File: config.mk
export PLATFORM = sky130hd
export DESIGN_NAME = pipe_stall_ctrl
export DESIGN_NICKNAME = d
export VERILOG_FILES = /design/src/rtl/pipe_stall_ctrl_pkg.sv /design/src/rtl/pipe_stall_sat_cnt.sv /design/src/rtl/pipe_stall_ctrl.sv
export SDC_FILE = /design/constraint.sdc
export NUM_CORES = 1
export LEC_CHECK = 0
export CAP_MARGIN = 20
export CORE_ASPECT_RATIO = 0.7
export CORE_MARGIN = 5
export CORE_UTILIZATION = 35
export DETAILED_ROUTE_END_ITERATION = 8
export GPL_TIMING_DRIVEN = 1
export HOLD_SLACK_MARGIN = 0.05
export PLACE_DENSITY = 0.91
export SLEW_MARGIN = 5
export SYNTH_ARGS = -nofsm -noshare
export SYNTH_HDL_FRONTEND = slang
export SYNTH_SLANG_ARGS = --single-unit
File: constraint.sdc
create_clock -name clk -period 5.48 [get_ports clk]
set_input_delay 1.37 -clock clk [delete_from_list [all_inputs] [get_ports clk]]
set_output_delay 1.37 -clock clk [all_outputs]
set_load 0.005 [all_outputs]
File: src/rtl/pipe_stall_ctrl_pkg.sv
// Shared types for the IF/ID pipeline sequencer: FSM state encoding and PC mux selects.
package pipe_stall_ctrl_pkg;

    typedef enum logic [1:0] {
        ST_RUN   = 2'd0,
        ST_STALL = 2'd1,
        ST_FLUSH = 2'd2,
        ST_EXC   = 2'd3
    } state_t;

    localparam logic [1:0] PC_SEQ = 2'b00;
    localparam logic [1:0] PC_BR  = 2'b01;
    localparam logic [1:0] PC_EXC = 2'b10;

endpackage

File: src/rtl/pipe_stall_sat_cnt.sv
// Saturating up-counter with async active-low reset, used for pipeline perf statistics.
module pipe_stall_sat_cnt #(
    parameter int CNT_W = 32
) (
    input  logic             clk,
    input  logic             rst_n,
    input  logic             inc,
    output logic [CNT_W-1:0] cnt
);

    logic [CNT_W-1:0] cnt_q, cnt_d;

    always_comb begin
        cnt_d = cnt_q;
        if (inc && (cnt_q != '1)) cnt_d = cnt_q + 1'b1;
    end

    always_ff @(posedge clk or negedge rst_n) begin
        if (!rst_n) cnt_q <= '0;
        else        cnt_q <= cnt_d;
    end

    assign cnt = cnt_q;

endmodule

File: src/rtl/pipe_stall_ctrl.sv
// IF/ID front-end sequencer: prioritises exception, branch, load-use and MDU-wait requests.
// Perf counters are built only when PIPE_STALL_CTRL_PERF_EN is defined.
//   state | meaning
//   RUN   | normal issue; per-cycle hazard evaluation
//   STALL | waiting for the MDU result
//   FLUSH | extra IF/ID flush cycles after a taken branch
//   EXC   | draining before the exception-vector redirect
module pipe_stall_ctrl
    import pipe_stall_ctrl_pkg::*;
#(
    parameter int FLUSH_CYCLES = 1,
    parameter int EXC_DRAIN    = 2,
    parameter int CNT_W        = 32
) (
    input  logic             clk,
    input  logic             rst_n,
    input  logic             load_use,
    input  logic             br_taken,
    input  logic             exc_req,
    input  logic             mdu_busy,
    input  logic             id_needs_mdu,
    output logic             hold_pc,
    output logic             hold_if,
    output logic             bubble_id,
    output logic             flush_if,
    output logic [1:0]       pc_sel,
    output logic             epc_we,
    output logic [1:0]       ctrl_state,
    output logic [CNT_W-1:0] stall_cnt,
    output logic [CNT_W-1:0] flush_cnt
);

    localparam int MAX_CYC = (FLUSH_CYCLES > EXC_DRAIN) ? FLUSH_CYCLES : EXC_DRAIN;
    localparam int CW      = $clog2(MAX_CYC) + 1;
    localparam logic [CW-1:0] EXC_LOAD   = CW'(EXC_DRAIN - 1);
    localparam logic [CW-1:0] FLUSH_LOAD = CW'((FLUSH_CYCLES > 1) ? FLUSH_CYCLES - 2 : 0);

    state_t        state_q, state_d;
    logic [CW-1:0] cnt_q, cnt_d;

    logic       hold_pc_c, hold_if_c, bubble_c, flush_c, epc_c, take_exc;
    logic [1:0] pc_sel_c;

    always_comb begin
        state_d   = state_q;
        cnt_d     = cnt_q;
        hold_pc_c = 1'b0;
        hold_if_c = 1'b0;
        bubble_c  = 1'b0;
        flush_c   = 1'b0;
        epc_c     = 1'b0;
        pc_sel_c  = PC_SEQ;
        take_exc  = 1'b0;

        case (state_q)
            ST_RUN: begin
                if (exc_req) begin
                    take_exc = 1'b1;
                end else if (br_taken) begin
                    pc_sel_c = PC_BR;
                    flush_c  = 1'b1;
                    if (FLUSH_CYCLES > 1) begin
                        state_d = ST_FLUSH;
                        cnt_d   = FLUSH_LOAD;
                    end
                end else if (load_use) begin
                    hold_pc_c = 1'b1;
                    hold_if_c = 1'b1;
                    bubble_c  = 1'b1;
                end else if (id_needs_mdu && mdu_busy) begin
                    hold_pc_c = 1'b1;
                    hold_if_c = 1'b1;
                    bubble_c  = 1'b1;
                    state_d   = ST_STALL;
                end
            end
            ST_STALL: begin
                if (exc_req) begin
                    take_exc = 1'b1;
                end else if (mdu_busy) begin
                    hold_pc_c = 1'b1;
                    hold_if_c = 1'b1;
                    bubble_c  = 1'b1;
                end else begin
                    state_d = ST_RUN;
                end
            end
            ST_FLUSH: begin
                if (exc_req) begin
                    take_exc = 1'b1;
                end else begin
                    flush_c = 1'b1;
                    if (cnt_q == '0) state_d = ST_RUN;
                    else             cnt_d   = cnt_q - 1'b1;
                end
            end
            ST_EXC: begin
                flush_c  = 1'b1;
                bubble_c = 1'b1;
                if (cnt_q != '0) begin
                    hold_pc_c = 1'b1;
                    cnt_d     = cnt_q - 1'b1;
                end else begin
                    pc_sel_c = PC_EXC;
                    state_d  = ST_RUN;
                end
            end
            default: state_d = ST_RUN;
        endcase

        // Exception entry looks the same from RUN, STALL and FLUSH.
        if (take_exc) begin
            epc_c     = 1'b1;
            hold_pc_c = 1'b1;
            flush_c   = 1'b1;
            bubble_c  = 1'b1;
            pc_sel_c  = PC_SEQ;
            state_d   = ST_EXC;
            cnt_d     = EXC_LOAD;
        end
    end

    always_ff @(posedge clk or negedge rst_n) begin
        if (!rst_n) begin
            state_q <= ST_RUN;
            cnt_q   <= '0;
        end else begin
            state_q <= state_d;
            cnt_q   <= cnt_d;
        end
    end

    // Reset masks the Mealy outputs so no control leaks out while rst_n is low.
    assign hold_pc    = rst_n & hold_pc_c;
    assign hold_if    = rst_n & hold_if_c;
    assign bubble_id  = rst_n & bubble_c;
    assign flush_if   = rst_n & flush_c;
    assign epc_we     = rst_n & epc_c;
    assign pc_sel     = rst_n ? pc_sel_c : PC_SEQ;
    assign ctrl_state = rst_n ? state_q : ST_RUN;

`ifdef PIPE_STALL_CTRL_PERF_EN
    logic stall_inc;
    assign stall_inc = bubble_id & ((state_q == ST_RUN) | (state_q == ST_STALL));

    pipe_stall_sat_cnt #(.CNT_W(CNT_W)) u_stall_cnt (
        .clk   (clk),
        .rst_n (rst_n),
        .inc   (stall_inc),
        .cnt   (stall_cnt)
    );

    pipe_stall_sat_cnt #(.CNT_W(CNT_W)) u_flush_cnt (
        .clk   (clk),
        .rst_n (rst_n),
        .inc   (flush_if),
        .cnt   (flush_cnt)
    );
`else
    assign stall_cnt = '0;
    assign flush_cnt = '0;
`endif

endmodule

After elaboration in Yosys (flattened, before gate mapping). Cells that the tools add are included.

Equality and inequality tests: 14. Muxes and demuxes: 43. Bitwise operators: 5. Reductions and logical operators: 8. $add $sub $neg: 1.

Operators by type and width (number): 2-bit two-way mux (18); 3-bit != test (second input constant) (11); 1-bit two-way mux (18); 1-bit case mux with 3 select lines (3); 9-bit AND reduction (1); 2-bit case mux with 2 select lines (2); 2-bit case mux with 4 select lines (1); 1-bit bitwise AND (5); 2-bit == test (second input constant) (2); 2-bit logical NOT (2); 4-bit AND reduction (1); 3-bit nonzero test (1); 3-bit OR reduction (1); 2-bit by 1-bit == test with 1-bit output (second input constant) (1); 1-bit case mux with 2 select lines (1); 2-bit nonzero test (1); 2-bit by 1-bit subtractor with 2-bit output (second input constant) (1); 1-bit logical AND (1).

Input port bits: 7. Bits in registers: 4. Word-level logic and storage cells: 73. Output and inout bits: 73.

Longest topological paths before layout.
Word-level depth: 8. Depth in mapped cells: 7. Gate-level depth less buffers: 6.

Least setup slack after synthesis. OpenSTA, ideal clock, no wires.

Path type: input-to-output. Start: input port exc_req. End: output port hold_pc. Stages on the path: 4. Data required time: 4110 ps. Buffers on the path: 1. Arrival: 2090 ps. Setup slack: 2020 ps. Cells stage by stage: buf_6 nor2b_4 and2_2 a311o_1.

Longest elaborated chain between the ends: 4. Elaborated cells on any way between the ends: 7. Classes of those cells: mux (6); bitwise (1).

RTL lines: start: declaration (RTL line pipe_stall_ctrl.sv:19) `input logic exc_req,`; 1-bit two-way mux, on equally long branches (RTL line pipe_stall_ctrl.sv:78, pipe_stall_ctrl.sv:57, pipe_stall_ctrl.sv:89); 1-bit case mux with 3 select lines or 1-bit two-way mux (tied branches); 1-bit two-way mux (*) (RTL line pipe_stall_ctrl.sv:112) `if (take_exc) begin`; 1-bit bitwise AND (*) (RTL line pipe_stall_ctrl.sv:134) `assign hold_pc = rst_n & hold_pc_c;`; end: declaration (RTL line pipe_stall_ctrl.sv:22) `output logic hold_pc,`.

Every way passes the cells marked *; elsewhere a longest branch is shown, timed or not.

Worst setup path after layout.
Start: input port br_taken. End: output port hold_pc.

Longest elaborated chain between the ends: 5.

RTL lines: start: declaration (RTL line pipe_stall_ctrl.sv:18) `input logic br_taken,`; 1-bit two-way mux (RTL line pipe_stall_ctrl.sv:59) `end else if (br_taken) begin`; 1-bit two-way mux (RTL line pipe_stall_ctrl.sv:57) `if (exc_req) begin`; 1-bit case mux with 3 select lines (RTL line pipe_stall_ctrl.sv:55) `case (state_q)`; 1-bit two-way mux (RTL line pipe_stall_ctrl.sv:112); 1-bit bitwise AND (RTL line pipe_stall_ctrl.sv:134).

Every way passes these cells.

==> flow_metrics.env <==
export IMPL_result_of_the_run="completed"
export IMPL_rows=15
export IMPL_yosysTopAreaCell="buf_4"
export IMPL_detail_route_first_pass_iterations=4
export IMPL_floorplan_initialDensity_pct=37.6
export IMPL_drt_iter0_drc=11
export IMPL_hold_path_startpoint="cnt_q[1]$_DFFE_PN0P_"
export IMPL_floorplan_die_height_um=53.7
export IMPL_clk_path_buf_depth=2
export IMPL_finalMaxSlewViolations=0
export IMPL_max_clock_freq_mhz=221
export IMPL_synth_top_cell_area_share_pct=50.4
export IMPL_cellLeakagePower_nw=0.486
export IMPL_crit_reg2reg_launch="state_q[1]$_DFFE_PN0P_"
export IMPL_critical_path_max_fanout=4
export IMPL_rrSetupSlack_ns=3.81
export IMPL_drc=0
export IMPL_edff_count_synth=0
export IMPL_cts_tree="done"
export IMPL_detail_route_vias_per_cell=3.75
export IMPL_setup_total_negative_slack_ns=0
export IMPL_ys_warnings_count=0
export IMPL_wire_per_inst_um=10.1
export IMPL_drt_wl_total_mm=1.71
export IMPL_sequential_share_of_the_synthesized_area_pct=10.5
export IMPL_power_per_cell_area_mw_per_mm2=375
export IMPL_clkTransAtPathRegs_ns=0.03
export IMPL_fin_skew_ns=0.00585
export IMPL_first_pass_grt_wire_length_mm=2.16
export IMPL_fin_nets=149
export IMPL_synth_seq_cells=4
export IMPL_antenna_violations_before_repair=0
export IMPL_synth_area_leaders="buf_4 (50%), dfrtp_1 (10%), ha_1 (6.6%), buf_6 (2.4%), and2_1 (2.0%)"
export IMPL_synthDistinctLibCells=31
export IMPL_yosys_cell_count_top_type="buf_4"
export IMPL_path_class="in -> out"
export IMPL_post_cts_resized=0
export IMPL_gr_usage_all_layers_pct=6.95
export IMPL_layout_worst_path_cycle_share_pct=82.4
export IMPL_post_synth_inst_count=120
export IMPL_port_buffers=15
export IMPL_setup_crit_start_kind="input pin"
export IMPL_report_final_hold_viol_count=0
export IMPL_cts_inserted_buffers=3
export IMPL_setup_repair_after_global_routing_missed_its_margin="no"
export IMPL_netlist_area_sq_um=953
export IMPL_clk_root_buffer_cell="clkbuf_8"
export IMPL_hold_depth=2
export IMPL_coreArea_sq_mm=0.00253
export IMPL_grt_start_max_net_pins=15
export IMPL_cp_data_arrival_time_ns=3.15
export IMPL_hold_class="reg -> reg"
export IMPL_clock_sinks=4
export IMPL_die_w_um=72.4
export IMPL_detailedPlacementHpwl_mm=1.46
export IMPL_synthTopCellsByCount="buf_4 (64), ha_1 (5), inv_1 (5), nand2_1 (5), dfrtp_1 (4)"
export IMPL_clock_network_latency_to_the_later_pin_of_the_worst_skew_pair_ns=0.22
export IMPL_fp_dieArea_sq_mm=0.00388
export IMPL_setup_viol_count_final=0
export IMPL_top_ff_cell_synth="dfrtp_1"
export IMPL_antenna_cells=0
export IMPL_postRouteAntennaNets=0
export IMPL_grt_remaining_overflow=0
export IMPL_area_growth_synth_to_final_pct=-3.41
export IMPL_boundaryPins=80
export IMPL_synth_async_sr_flop_share_pct=100
export IMPL_timing_critical_path_required_ns=4.11
export IMPL_fraction_of_final_layout_cells_with_drive_strength_greater_than_1_pct=5.19
export IMPL_hold_path_endpoint="cnt_q[1]$_DFFE_PN0P_"
export IMPL_mean_syn_cell_area_sq_um=7.95
export IMPL_crit_start="br_taken"
export IMPL_postCtsSetupRepairBufs=0
export IMPL_critPathCaptureType="output pin"
export IMPL_power_total_w=0.000346
export IMPL_max_vdd_ir_drop_mv=0.125
export IMPL_reg2reg_depth=6
export IMPL_place_gp_congestion=0.848
export IMPL_worstReg2RegEnd="state_q[0]$_DFFE_PN0P_"
export IMPL_cts_stage_hold_buffer_count=0
export IMPL_drv_cap=0
export IMPL_fin_crit_ns=4.52
export IMPL_vias=633
export IMPL_cts_max_level=1
export IMPL_grt_pass1_vias=487
-- worst max-delay path by stage --
| stage | end | slack (ns) | cells after the start |
|---|---|---|---|
| floorplan | hold_pc | 2.02 | 4 |
| global placement | hold_pc | 1.01 | 6 |
| detailed placement | hold_pc | 0.98 | 6 |
| CTS | hold_pc | 0.98 | 6 |
| global route | hold_pc | 0.79 | 6 |
| finish | hold_pc | 0.96 | 6 |
-- registers in the layout, indices dropped and copies added, names as in the netlist --
signal	cells
cnt_q	2
state_q	2
-- stage by stage --
| step | util, % | instance area (sq um) | setup WS, ns | cells | hold slack, ns |
|---|---|---|---|---|---|
| floorplan | - | 1190 | 2.02 | 183 | 0.449 |
| global placement | 34.7 | 880 | 1.01 | 166 | 0.470 |
| detailed placement | 34.7 | 880 | 0.978 | 166 | 0.479 |
| CTS | 36.3 | 921 | 0.980 | 169 | 0.484 |
| global route | 36.3 | 921 | 0.789 | 169 | 0.514 |
| finish | 36.3 | 921 | 0.965 | 169 | 0.485 |
-- where the power goes --
part | switching, W | internal [W]
sequential | 0.0000116 | 0.0000449
combinational | 0.000122 | 0.000105
clock | 0.0000150 | 0.0000468
-- layout make-up --
cell class                 instances  area [sq um]
multi-input combinational        108           568
clock buffer                       3          41.3
tap                               34          42.5
fill                             262          1610
inverter                           5          18.8
timing repair buffer              15           150
sequential                         4           100
-- critical path: stages --
cell	delay, ns
clkdlybuf4s50_1	0.52
and3b_1	0.19
o21ai_0	0.14
o21ai_1	0.12
a311o_1	0.34
clkdlybuf4s50_1	0.46
-- metal layers --
layer  GRT usage, %  vias up  share of wire, %
li1               -      307                 -
met1           8.26      293                35
met2           11.8       33                55
met3           2.61        0               9.9
met4           2.15        0                 0
met5              0        -                 0
-- placed cells by master (no fill, tap or decap), types with 2 or more instances in the layout --
cell type and count:
conb_1 64, clkdlybuf4s50_1 15, inv_1 5, nand2_1 5
ha_1 5, dfrtp_1 4, and2_1 3, a21oi_1 3
clkbuf_8 3, and3b_1 2, o21ai_0 2, o21ai_1 2
nor2_1 2, a211oi_1 2, a21boi_0 2
-- cell families after synthesis --
logic type	Yosys count	share of synthesized area, %
adder cells (fa/ha/maj)	5	6.56
buffers and inverters	71	54.7
other	1	0.393
AND/OR/NAND/NOR	19	13.0
flip-flops	4	10.5
AO/OA/AOI/OAI	20	14.8
(Power assumes the default switching activity.)
